===== config.mk =====
export PLATFORM = sky130hd
export DESIGN_NAME = calc_sched
export DESIGN_NICKNAME = d
export VERILOG_FILES = /design/src/rtl/calc_sched_pkg.sv /design/src/rtl/calc_rr_arb.sv /design/src/rtl/calc_sched.sv
export SDC_FILE = /design/constraint.sdc
export NUM_CORES = 1
export LEC_CHECK = 0
export CORE_MARGIN = 4
export CORE_UTILIZATION = 40
export CTS_BUF_LIST = sky130_fd_sc_hd__clkbuf_2 sky130_fd_sc_hd__clkbuf_4 sky130_fd_sc_hd__clkbuf_8
export CTS_CLUSTER_DIAMETER = 120
export DETAILED_ROUTE_END_ITERATION = 10
export PLACE_DENSITY = 0.81
export SLEW_MARGIN = 40
export SYNTH_ARGS = -nofsm -noshare
export SYNTH_HDL_FRONTEND = slang
export SYNTH_SLANG_ARGS = --single-unit
export TNS_END_PERCENT = 10

===== constraint.sdc =====
create_clock -name clk -period 2.75 [get_ports clk]
set_clock_uncertainty 0.15 [all_clocks]
set_input_delay 0.4125 -clock clk [delete_from_list [all_inputs] [get_ports clk]]
set_output_delay 0.4125 -clock clk [all_outputs]
set_load 0.01 [all_outputs]

===== src/rtl/calc_sched_pkg.sv =====
// calc_sched_pkg
//   Shared types and constants for the calc_sched round-robin scheduler.
//   - state_e : scheduler FSM states
//   - tag_t   : in-flight operation tag {valid, requester id}
//   - CNT_W   : width of the accepted-request counter
package calc_sched_pkg;

  localparam int CNT_W = 16;

  // Id field is sized for the largest supported requester count (8), so one
  // tag type serves every NREQ in the legal 2..8 range.
  localparam int ID_W = 3;

  typedef enum logic [1:0] {
    IDLE  = 2'd0,
    RUN   = 2'd1,
    DRAIN = 2'd2
  } state_e;

  typedef struct packed {
    logic            vld;
    logic [ID_W-1:0] id;
  } tag_t;

endpackage


===== src/rtl/calc_rr_arb.sv =====
// calc_rr_arb
//   Purely combinational round-robin arbiter. Grants the lowest eligible
//   index that is >= ptr_i; if none, wraps to the lowest eligible index.
//   Ports:
//     eligible_i : NREQ  request mask already qualified by the caller
//     ptr_i      : PTR_W round-robin start position (register lives in parent)
//     grant_o    : NREQ  one-hot grant (all zero when nothing eligible)
//     idx_o      : PTR_W encoded index of the granted requester
//     valid_o    : 1     a grant was made
module calc_rr_arb #(
  parameter int NREQ  = 4,
  parameter int PTR_W = $clog2(NREQ)
) (
  input  logic [NREQ-1:0]  eligible_i,
  input  logic [PTR_W-1:0] ptr_i,
  output logic [NREQ-1:0]  grant_o,
  output logic [PTR_W-1:0] idx_o,
  output logic             valid_o
);

  logic             hit_hi;
  logic             hit_lo;
  logic [PTR_W-1:0] idx_hi;
  logic [PTR_W-1:0] idx_lo;

  // Scan from the top down so the last hit written is the lowest index.
  always_comb begin
    hit_hi = 1'b0;
    hit_lo = 1'b0;
    idx_hi = '0;
    idx_lo = '0;
    for (int i = NREQ - 1; i >= 0; i--) begin
      if (eligible_i[i]) begin
        hit_lo = 1'b1;
        idx_lo = PTR_W'(i);
        if (PTR_W'(i) >= ptr_i) begin
          hit_hi = 1'b1;
          idx_hi = PTR_W'(i);
        end
      end
    end
  end

  assign valid_o = hit_lo;
  assign idx_o   = hit_hi ? idx_hi : idx_lo;
  assign grant_o = hit_lo ? (NREQ'(1) << idx_o) : '0;

endmodule


===== src/rtl/calc_sched.sv =====
// calc_sched
//   Round-robin scheduler sharing one external registered add/subtract unit
//   (CALC) between NREQ requesters. Arbitrates operand requests, drives the
//   CALC operands, tracks in-flight operations by tag across the CALC latency
//   and returns each result to its originating requester.
//   Ports:
//     clk, reset          : clock, asynchronous active-low reset
//     cfg_en, cfg_mask    : scheduler enable, per-requester enable
//     req_valid/req_ready : per-requester handshake (ready is one-hot)
//     req_i0, req_i1      : packed operands, requester k at [k*WD +: WD]
//     calc_I0, calc_I1    : registered operands to the shared CALC
//     calc_O              : CALC result, valid LAT cycles after operands
//     rsp_valid, rsp_data : one-hot result strobe and result data
//     busy                : not IDLE or operations still in flight
//     issue_cnt           : accepted request count (wraps)
import calc_sched_pkg::*;

module calc_sched #(
  parameter int NREQ = 4,
  parameter int WD   = 16,
  parameter int LAT  = 1
) (
  input  logic                 clk,
  input  logic                 reset,
  input  logic                 cfg_en,
  input  logic [NREQ-1:0]      cfg_mask,
  input  logic [NREQ-1:0]      req_valid,
  input  logic [NREQ*WD-1:0]   req_i0,
  input  logic [NREQ*WD-1:0]   req_i1,
  output logic [NREQ-1:0]      req_ready,
  output logic [WD-1:0]        calc_I0,
  output logic [WD-1:0]        calc_I1,
  input  logic [WD-1:0]        calc_O,
  output logic [NREQ-1:0]      rsp_valid,
  output logic [WD-1:0]        rsp_data,
  output logic                 busy,
  output logic [CNT_W-1:0]     issue_cnt
);

  localparam int PTR_W = $clog2(NREQ);

  state_e            state_q, state_d;
  logic [PTR_W-1:0]  ptr_q, ptr_d;
  logic [WD-1:0]     calc_i0_q, calc_i1_q;
  logic [CNT_W-1:0]  issue_cnt_q;
  logic [NREQ-1:0]   rsp_valid_q;
  logic [WD-1:0]     rsp_data_q;

  // Stage 0 lines up with calc_I0/I1, stage LAT with calc_O.
  tag_t              tag_q [LAT+1];
  tag_t              tag_in;
  logic [LAT:0]      tag_vld;
  logic              in_flight;

  logic [NREQ-1:0]   eligible;
  logic [NREQ-1:0]   grant;
  logic [PTR_W-1:0]  grant_idx;
  logic              xfer;

  // Grants exist only in RUN; mask changes act in the same cycle.
  assign eligible = (state_q == RUN) ? (req_valid & cfg_mask) : '0;

  calc_rr_arb #(
    .NREQ (NREQ),
    .PTR_W(PTR_W)
  ) u_arb (
    .eligible_i(eligible),
    .ptr_i     (ptr_q),
    .grant_o   (grant),
    .idx_o     (grant_idx),
    .valid_o   (xfer)
  );

  // A grant is only ever given to a valid requester, so grant == transfer.
  assign req_ready = grant;
  assign tag_in    = '{vld: xfer, id: ID_W'(grant_idx)};

  genvar gi;
  generate
    for (gi = 0; gi <= LAT; gi++) begin : g_vld
      assign tag_vld[gi] = tag_q[gi].vld;
    end
  endgenerate
  assign in_flight = |tag_vld;

  always_comb begin
    state_d = state_q;
    ptr_d   = ptr_q;
    unique case (state_q)
      IDLE:    if (cfg_en) state_d = RUN;
      RUN:     if (!cfg_en) state_d = DRAIN;
      DRAIN: begin
        if (cfg_en)          state_d = RUN;
        else if (!in_flight) state_d = IDLE;
      end
      default: state_d = IDLE;
    endcase
    if (xfer) begin
      ptr_d = (grant_idx == PTR_W'(NREQ - 1)) ? '0 : grant_idx + PTR_W'(1);
    end
  end

  always_ff @(posedge clk or negedge reset) begin
    if (!reset) begin
      state_q     <= IDLE;
      ptr_q       <= '0;
      calc_i0_q   <= '0;
      calc_i1_q   <= '0;
      issue_cnt_q <= '0;
      rsp_valid_q <= '0;
      rsp_data_q  <= '0;
      for (int i = 0; i <= LAT; i++) begin
        tag_q[i] <= '0;
      end
    end else begin
      state_q <= state_d;
      ptr_q   <= ptr_d;
      if (xfer) begin
        calc_i0_q   <= req_i0[grant_idx*WD +: WD];
        calc_i1_q   <= req_i1[grant_idx*WD +: WD];
        issue_cnt_q <= issue_cnt_q + CNT_W'(1);
      end
      tag_q[0] <= tag_in;
      for (int i = 1; i <= LAT; i++) begin
        tag_q[i] <= tag_q[i-1];
      end
      // Completion is never masked: whatever reaches the end responds.
      if (tag_q[LAT].vld) begin
        rsp_valid_q <= NREQ'(1) << tag_q[LAT].id;
        rsp_data_q  <= calc_O;
      end else begin
        rsp_valid_q <= '0;
      end
    end
  end

  assign calc_I0   = calc_i0_q;
  assign calc_I1   = calc_i1_q;
  assign rsp_valid = rsp_valid_q;
  assign rsp_data  = rsp_data_q;
  assign issue_cnt = issue_cnt_q;
  assign busy      = (state_q != IDLE) || in_flight;

endmodule


==> results of run 1 <==
## kinds of logic after synthesis
family                   Yosys count  share of synthesized area
buffers and inverters             31                     0.0398
XOR/XNOR                          15                     0.0326
AND/OR/NAND/NOR                   89                      0.125
adder cells (fa/ha/maj)            2                    0.00622
flip-flops                        78                      0.485
multiplexers                      71                      0.182
AO/OA/AOI/OAI                     78                      0.130
## layout by cell type, fill, tap and decap left out, types with 2 or more instances in the layout
master,n
clkbuf_8,10
xor2_1,3
clkbuf_2,2
a21oi_1,2
bufinv_16,2
and3_1,15
a211oi_1,11
nand3_1,6
mux2_2,18
dfrtp_1,77
ha_1,2
o21ai_0,21
o22ai_1,21
inv_2,4
clkdlybuf4s50_1,222
nand2b_1,22
xnor2_1,12
mux2i_1,53
buf_4,26
nand4_1,3
nand2_1,10
a221oi_1,11
nor3_1,3
inv_1,2
nor2_1,17
clkinvlp_4,2
nand4b_1,2
## synth_stat cells, types with 3 or more instances
| cell type | number |
|---|---|
| a211oi_1 | 12 |
| a221oi_1 | 11 |
| and3_1 | 15 |
| buf_2 | 8 |
| buf_6 | 4 |
| clkbuf_1 | 10 |
| dfrtp_1 | 78 |
| inv_2 | 4 |
| mux2_2 | 18 |
| mux2i_1 | 53 |
| nand2_1 | 10 |
| nand2b_1 | 23 |
| nand3_1 | 6 |
| nand4_1 | 3 |
| nor2_1 | 17 |
| nor3_1 | 3 |
| o21ai_0 | 21 |
| o22ai_1 | 21 |
| xnor2_1 | 12 |
| xor2_1 | 3 |
## repair_timing
action	in CTS	in global routing
pin swaps	1	1
hold buffers	1	0
endpoints found under the hold margin	47	0
endpoints found under the setup margin	4	4
cloned	0	0
buffers inserted	2	0
gates resized for setup	6	8
## path summary, 6_finish.rpt
path | slack [ps] | startpoint | cells past startpoint | end
setup / recovery | -60 | cfg_mask[2] | 8 | req_ready[3]
hold / removal | 210 | tag_q[5] | 0 | tag_q[1]
setup reg to reg | 280 | state_q[1] | 7 | calc_I0[13]
hold reg to reg | 210 | tag_q[5] | 0 | tag_q[1]
max in group asynchronous | 1290 | reset | 3 | rsp_data[9]
min in group asynchronous | 480 | reset | 2 | issue_cnt[7]
## state kept, by name, summed over array words and instances, names as in the netlist
register	cells
tag_q	6
rsp_data	16
rsp_valid	4
calc_I0	16
state_q	2
calc_I1	16
issue_cnt	16
ptr_q	2
## power breakdown
group	leakage (nW)	switching (mW)	internal [mW]
clock	0.105	0.415	0.532
sequential	0.952	0.184	1.41
combinational	2.00	0.642	0.925
## layer usage
layer  wire, um  track usage  up-vias
met4        189       0.0685        0
met5          0            0        -
met3       1240       0.0782       17
met1       4740        0.238     1782
met2       6620        0.368      160
li1           -            -     1819
## layout make-up
| class | count | area (sq um) | share of cell area |
|---|---|---|---|
| multi-input cells | 255 | 1950 | 0.288 |
| well taps | 133 | 166 | 0.0246 |
| flip-flops and latches | 78 | 1950 | 0.288 |
| repair buffers | 253 | 2460 | 0.363 |
| inverters | 6 | 22.5 | 0.00333 |
| clock buffers | 10 | 138 | 0.0203 |
| clock inverters | 5 | 83.8 | 0.0124 |
## worst max-delay path, cell delays in order
cell	delay (ps)
clkdlybuf4s50_1	480
nand4b_1	190
o22a_1	290
o211ai_4	210
inv_2	50
ha_1	160
and2_1	150
dlygate4sd2_1	290
## per-stage QoR
stage / TNS [ps] / total power, mW / cells / util
5_1_grt: -121 / 4.34 / 740 / 0.693
2_1_floorplan: 0 / 2.23 / 364 / -
6_report: -60.6 / 4.11 / 740 / 0.693
3_3_place_gp: -940 / 3.14 / 722 / 0.666
4_1_cts: -207 / 4.15 / 740 / 0.692
3_5_place_dp: -1240 / 3.18 / 722 / 0.666
==> key figures, run 1 <==
Logic synthesis
  • Seq cells post-synth: 78
  • Post-synthesis net count: 521
  • Synth warn: 0
  • Post-Syn Area: 0.00403 sq mm
  • Syn avg cell area: 11.1 sq um
  • Top cell type's share of synthesized area: 0.485
  • Area leader, netlist: dfrtp_1
  • Post-synth EDFFs: 0
  • Asr flop ratio synth: 1.00
  • Library cells used by synthesis: 47
  • Mapped Cells: 364
  • Ranking of synthesized cells by area: dfrtp_1 (48%), mux2i_1 (13%), mux2_2 (5.0%), nand2b_1 (3.6%), o22ai_1 (3.3%)
  • Sequential share of the synthesized area: 0.485
  • Post-synth top flop: dfrtp_1

Cells and area
  • Fill count: 759
  • Syn-to-layout area delta: 68.3%
  • Layout cells sized above 1: 0.120
  • ANT cells: 0
  • Post-route cell area: 0.00677 sq mm
  • Final nets: 760

Detailed routing
  • DRT iter0 DRCs: 228
  • Total iterations of the first detailed-routing run: 4
  • Routed Antenna Nets: 0
  • DRC violations left: 0
  • Vias post-DR: 3,778
  • Post-DR wirelength/cell: 17.3 um
  • Final WL: 12.8 mm
  • Number of vias per cell: 5.11

GRT
  • Pin count of the biggest net entering global routing: 60
  • Global-route wire length before repair: 19.3 mm
  • Gr ovfl total: 0
  • Vias in the first global route: 3,929
  • Initial antenna violation count: 0
  • Overall Global Routing Usage: 0.210

Worst setup path
  • Kind of critical path: in2out
  • Critical path peak fanout: 3
  • Worst EP arrival: 2250 ps
  • Critical Path RT: 2190 ps
  • Crit. End Element: output pin
  • Setup crit start kind: primary input

Floorplan
  • Die area: 0.0117 sq mm
  • Num rows: 36
  • Chip width: 108 um
  • I/O pin count: 228
  • Area of the core: 0.00977 sq mm
  • Initial Util: 0.412
  • Die Ht: 108 um

CTS
  • Max Root-Sink Buffers: 2
  • CTS Buf Count: 9
  • Clock sink count: 78
  • CTS root buffer: clkbuf_8
  • CTS clk-pin slew, worst paths: 80 ps
  • CTS H-tree lvls: 3
  • CTS tree: built
  • Clock latency on the worst-skew pair: 340 ps

Pwr
  • Worst vdd ir: 0.362 mV
  • Pleak: 3.06 nW
  • PwrDens: 607 mW/mm^2

Placed design
  • RePlAce Congestion: 0.881
  • Place WS: -310 ps
  • # port buffers: 227
  • DP HPWL: 10.0 mm
  • Placed cell area: 0.00650 sq mm

STA
  • Final setup vio count: 1
  • Slew headroom: 0.588
  • Final worst slack: -60.6 ps
  • Min Tclk post-route: 2810 ps
  • Final Hold Vio Count: 0
  • RSZ-0062 raised after global routing: yes
  • Final worst-path cycle share: 1.02
  • FMAX: 356 MHz
  • Fin. max-slew vios: 0
  • Hold Slack: 207 ps
  • Slew @ Worst Pin: 618 ps

Flow run
  • MaxCap Viol Count: 0

Run status
  • Outcome: finished with violations
  • Failing checks: negative setup slack

Hold path
  • Hold Path Class: reg2reg
(Power assumes the default switching activity.)
==> inputs of run 2 (changes only) <==
CTS_CLUSTER_DIAMETER = 40   (was 120)
SLEW_MARGIN = 0   (was 40)
==> results of run 2 <==
The final DEF is identical to that of run 1; final timing and power are the same.
==> inputs of run 3 (changes only) <==
CTS_CLUSTER_DIAMETER = 60   (was 40)
==> results of run 3 <==
The final DEF is identical to that of run 1; final timing and power are the same.
